==> src/rtl/Minivan_pkg.sv <==
// Shared register-bank definitions for the Minivan lighting subsystem.
// Holds the configuration wire bundle and the RGB PWM period constant.
package Minivan_pkg;

  localparam int DUTY_W     = 8;
  localparam int PWM_PERIOD = 255;

  typedef struct packed {
    logic              enable_stuf;
    logic [DUTY_W-1:0] pwm_duty_red;
    logic [DUTY_W-1:0] pwm_duty_green;
    logic [DUTY_W-1:0] pwm_duty_blue;
  } rb_sys_cfg_wire_t;

endpackage

==> src/rtl/pwm_channel.sv <==
// One PWM colour channel: a shadow duty register reloaded on a strobe, and a
// registered compare of the next counter value against the next shadow.
module pwm_channel #(
  parameter int CNT_W = 8
) (
  input  logic             clk,
  input  logic             rst,
  input  logic             load,
  input  logic [CNT_W-1:0] duty,
  input  logic [CNT_W-1:0] cnt_next,
  input  logic             run_next,
  output logic             pwm
);

  logic [CNT_W-1:0] shadow_d, shadow_q;
  logic             pwm_d, pwm_q;

  // Compare against next-cycle values so the output lines up with the counter.
  always_comb begin
    shadow_d = load ? duty : shadow_q;
    pwm_d    = run_next && (cnt_next < shadow_d);
  end

  always_ff @(posedge clk) begin
    if (rst) begin
      shadow_q <= '0;
      pwm_q    <= 1'b0;
    end else begin
      shadow_q <= shadow_d;
      pwm_q    <= pwm_d;
    end
  end

  assign pwm = pwm_q;

endmodule

==> src/rtl/rgb_pwm_driver.sv <==
// Three-channel RGB PWM driver: prescaler, period counter and IDLE/RUN control,
// feeding three glitch-free shadowed compare channels.
module rgb_pwm_driver
  import Minivan_pkg::*;
#(
  parameter int PRESCALE = 1,
  parameter int CNT_W    = 8
) (
  input  logic             clk,
  input  logic             rst,
  input  rb_sys_cfg_wire_t cfg,
  output logic             pwm_red,
  output logic             pwm_green,
  output logic             pwm_blue,
  output logic             period_start,
  output logic             running
);

  localparam int               PRE_W    = (PRESCALE > 1) ? $clog2(PRESCALE) : 1;
  localparam logic [PRE_W-1:0] PRE_LAST = PRE_W'(PRESCALE - 1);
  localparam logic [CNT_W-1:0] CNT_LAST = CNT_W'((2 ** CNT_W) - 2);

  typedef enum logic {IDLE, RUN} state_e;

  state_e           state_d, state_q;
  logic [PRE_W-1:0] pre_d, pre_q;
  logic [CNT_W-1:0] cnt_d, cnt_q;
  logic             period_start_d, period_start_q;
  logic             running_d, running_q;
  logic             en, tick, wrap, load;

  // Dropping enable always wins over a wrap, so no load occurs on that cycle.
  always_comb begin
    en        = cfg.enable_stuf;
    tick      = (pre_q == PRE_LAST);
    wrap      = tick && (cnt_q == CNT_LAST);
    state_d   = en ? RUN : IDLE;
    running_d = en;
    pre_d     = '0;
    cnt_d     = '0;
    load      = 1'b0;
    if (state_q == RUN && en) begin
      pre_d = tick ? '0 : pre_q + 1'b1;
      cnt_d = tick ? (wrap ? '0 : cnt_q + 1'b1) : cnt_q;
      load  = wrap;
    end else if (state_q == IDLE && en) begin
      load = 1'b1;
    end
    period_start_d = load;
  end

  always_ff @(posedge clk) begin
    if (rst) begin
      state_q        <= IDLE;
      pre_q          <= '0;
      cnt_q          <= '0;
      period_start_q <= 1'b0;
      running_q      <= 1'b0;
    end else begin
      state_q        <= state_d;
      pre_q          <= pre_d;
      cnt_q          <= cnt_d;
      period_start_q <= period_start_d;
      running_q      <= running_d;
    end
  end

  assign period_start = period_start_q;
  assign running      = running_q;

  pwm_channel #(.CNT_W(CNT_W)) u_red (
    .clk(clk), .rst(rst), .load(load), .duty(CNT_W'(cfg.pwm_duty_red)),
    .cnt_next(cnt_d), .run_next(running_d), .pwm(pwm_red)
  );

  pwm_channel #(.CNT_W(CNT_W)) u_green (
    .clk(clk), .rst(rst), .load(load), .duty(CNT_W'(cfg.pwm_duty_green)),
    .cnt_next(cnt_d), .run_next(running_d), .pwm(pwm_green)
  );

  pwm_channel #(.CNT_W(CNT_W)) u_blue (
    .clk(clk), .rst(rst), .load(load), .duty(CNT_W'(cfg.pwm_duty_blue)),
    .cnt_next(cnt_d), .run_next(running_d), .pwm(pwm_blue)
  );

endmodule

==> config.mk <==
export PLATFORM = sky130hd
export DESIGN_NAME = rgb_pwm_driver
export DESIGN_NICKNAME = d
export VERILOG_FILES = /design/src/rtl/Minivan_pkg.sv /design/src/rtl/pwm_channel.sv /design/src/rtl/rgb_pwm_driver.sv
export SDC_FILE = /design/constraint.sdc
export NUM_CORES = 1
export LEC_CHECK = 0
export BUFFER_PORTS_ARGS = -buffer_cell sky130_fd_sc_hd__clkbuf_2
export CORE_AREA = 3 3 68 70
export DETAILED_ROUTE_END_ITERATION = 10
export DIE_AREA = 0 0 71 73
export GPL_TIMING_DRIVEN = 0
export PLACE_DENSITY = 0.72
export SETUP_SLACK_MARGIN = 0.1
export SYNTH_ARGS = -nofsm -noshare
export SYNTH_HDL_FRONTEND = slang
export SYNTH_SLANG_ARGS = --single-unit
==> constraint.sdc <==
create_clock -name clk -period 2.9 [get_ports clk]
set_input_delay 0.145 -clock clk [delete_from_list [all_inputs] [get_ports clk]]
set_output_delay 0.145 -clock clk [all_outputs]
set_load 0.05 [all_outputs]
==> results.py <==
metrics = {
    "run_status": {
        "status": "completed",
    },
    "final_layout": {
        "syn2layout_area_growth_pct": 26.3,
        "nets": 312,
        "fillers": 366,
        "antenna_cells": 0,
        "drive_above_1_share_pct": 27.8,
    },
    "routing": {
        "routed_wl_um": 4680,
        "dr.pass1.iters": 4,
        "drtAntennaViolNets": 0,
        "wl_met1_um": 2050,
        "routed.top_layer": "met4",
        "drc": 0,
        "drt-initial-drc-count": 70,
        "route.met3.wl_um": 262,
        "num_vias": 1715,
        "met2_wirelength_um": 2260,
        "wire_per_inst_um": 14.8,
        "vias_per_cell": 5.43,
    },
    "yosys": {
        "avgSynthCellArea_um2": 9.29,
        "ys_async_sr_fraction_pct": 0,
        "synth_ff_type": "dfxtp_1",
        "syn_inst": 216,
        "synth_edf_count": 0,
        "ys_warn_count": 0,
        "syn_area_um2": 2010,
        "synth_fp_nets": 263,
        "ys_seq_elements": 38,
        "synth.distinct_cells": 42,
        "ys_seq_area_share_pct": 37.9,
    },
    "clock_network": {
        "path_clk_slew_ps": 90,
        "ctsHoldBuffers": 0,
        "cts.sinks": 38,
        "numCtsBuffers": 5,
        "cts_max_level": 2,
        "clockRootBuffer": "clkbuf_8",
        "cts_buffer_depth": 2,
        "cts_tree": "done",
        "worstSkewPairLatency_ps": 300,
    },
    "global_routing": {
        "antenna_found_initial": 0,
        "grt_use_total_pct": 18.4,
        "overflow": 0,
        "grt_pass1_wl_um": 7310,
        "grt_max_degree": 15,
        "grt_pass1_vias": 1564,
    },
    "critical_path": {
        "path_class": "reg -> reg",
        "crit_arrival_ps": 2960,
        "endpoint_kind": "register",
        "cp.required_ps": 3130,
        "crit_fanout": 7,
        "cp-start-kind": "register",
    },
    "die": {
        "start_util_pct": 49.8,
        "die_w_um": 71,
        "ios": 32,
        "num_rows": 23,
        "fp.dieH_um": 73,
        "dieArea_um2": 5180,
        "coreArea_um2": 4030,
    },
    "run": {
        "max_cap_violations": 0,
    },
    "placement": {
        "place_hpwl_um": 3350,
        "io_buffers": 30,
        "gp_congestion": 0.868,
        "preCtsSetupSlack_ps": -200,
    },
    "pwr": {
        "cellPowerDensity_nw_per_um2": 456,
        "leakagePower_nw": 1.21,
        "ir_drop_mv": 0.261,
        "power.total_w": 0.00115,
    },
    "timing": {
        "maxSlewHeadroom_pct": 60.0,
        "rsz0062_at_grt": "false",
        "slew_viol_final": 0,
        "fin_crit_ps": 2740,
        "totalNegativeSetupSlack_ps": 0,
        "setup_viol": 0,
        "fmax_ghz": 0.365,
        "worstMarginPinSlew_ps": 600,
        "finalCritPeriodShare_pct": 94.4,
        "finClkSkew_ps": 13.6,
        "layout_setup_ws_ps": 163,
        "hold_viol_final": 0,
    },
    "min_path": {
        "hp-class": "in -> reg",
    },
}
==> placed cells by master (no fill, tap or decap), types with 7 or more instances in the layout <==
cell type  instances
a21oi_1           11
buf_4             12
clkbuf_2          30
dfxtp_1           35
ha_1              19
mux2i_1           19
nand2_1           12
nand3_1            8
nor2_1            29
nor3_1             7
==> through the flow <==
step                instances  hold slack [ps]  utilization (%)  cell area (µm²)
floorplan                 216              281                -             2010
global placement          296              399             55.1             2220
detailed placement        296              402             55.1             2220
CTS                       304             84.4             58.6             2360
global route              316              107             62.9             2530
finish                    316             82.9             62.9             2530
==> worst max-delay path, cell delays in order (launching register included) <==
cell,delay (ps)
dfxtp_2,320
inv_1,50
ha_1,140
and4b_4,270
a21o_1,130
buf_6,130
nand2_8,80
buf_12,180
mux2i_2,150
ha_1,200
a21o_1,180
a211o_1,320
o21bai_1,140
o21bai_4,160
o21ai_2,80
a21oi_1,130
==> area by class of cell <==
type / count / area, µm² / area share (%)
multi-input cells: 163 / 1250 / 49.4
flip-flops and latches: 38 / 764 / 30.2
repair buffers: 43 / 265 / 10.5
clock buffers: 6 / 82.6 / 3.26
plain buffers: 9 / 75.1 / 2.96
well taps: 50 / 62.6 / 2.47
inverters: 5 / 18.8 / 0.741
clock inverters: 2 / 12.5 / 0.494
==> final timing paths <==
check / cells after the start / end / slack, ps / start
max reg2reg: 15 / u_blue.pwm / 160 / cnt_q[0]
min: 3 / u_red.shadow_q[0] / 80 / cfg[16]
min reg2reg: 2 / u_red.shadow_q[0] / 470 / u_red.shadow_q[0]
max: 15 / u_blue.pwm / 160 / cnt_q[0]
==> per-layer routing <==
layer,track usage (%),vias up
met5,0,-
met4,7.10,0
met3,4.27,11
met2,29.6,40
met1,24.0,807
li1,-,857
==> cells in the mapped netlist, types with 2 or more instances <==
master	count	area share (%)
xor2_1	2	0.87
xnor2_1	4	1.7
a21oi_1	11	2.7
nand2_1	12	2.2
ha_1	20	12
o21bai_1	2	0.75
o21ai_0	3	0.75
o211a_1	2	1.0
nor3_1	7	1.7
buf_2	2	0.50
inv_1	5	0.94
clkbuf_1	6	1.1
a211oi_1	6	2.2
o31ai_1	2	0.75
mux2i_1	22	11
nor2_1	30	5.6
a21o_1	6	2.2
a211o_1	2	0.87
and2_1	4	1.2
nand3_1	8	2.0
nand2b_1	2	0.62
dfxtp_1	38	38
==> power breakdown <==
part	switching (W)	leakage, nW	total, W	internal, W
Combinational	0.000110	0.845	0.000205	0.0000952
Sequential	0.0000108	0.313	0.000557	0.000547
Clock	0.000201	0.0472	0.000392	0.000191
Total	0.000322	1.21	0.00115	0.000833
==> cells by family after synthesis <==
kind of cell             after synthesis  share of synthesized area (%)
buffers and inverters                 15                           3.49
AO/OA/AOI/OAI                         40                           14.3
other                                  1                          0.187
AND/OR/NAND/NOR                       73                           17.5
multiplexers                          22                           11.0
flip-flops                            38                           37.9
adder cells (fa/ha/maj)               21                           13.0
XOR/XNOR                               6                           2.62
==> flip-flops by register name, indices dropped and copies added, names as in the netlist <==
register and count:
u_blue.pwm 1, u_green.pwm 1, cnt_q 8, u_green.shadow_q 8, state_q 1, period_start 1
u_red.shadow_q 8, u_blue.shadow_q 8, pre_q 1, u_red.pwm 1
==> repair_timing <==
action	CTS	global route
cloned	0	1
setup endpoints to repair	3	2
setup buffers	1	11
pin swaps	3	8
gates resized for setup	11	13
endpoints found under the hold margin	0	0
(Power assumes the default switching activity.)
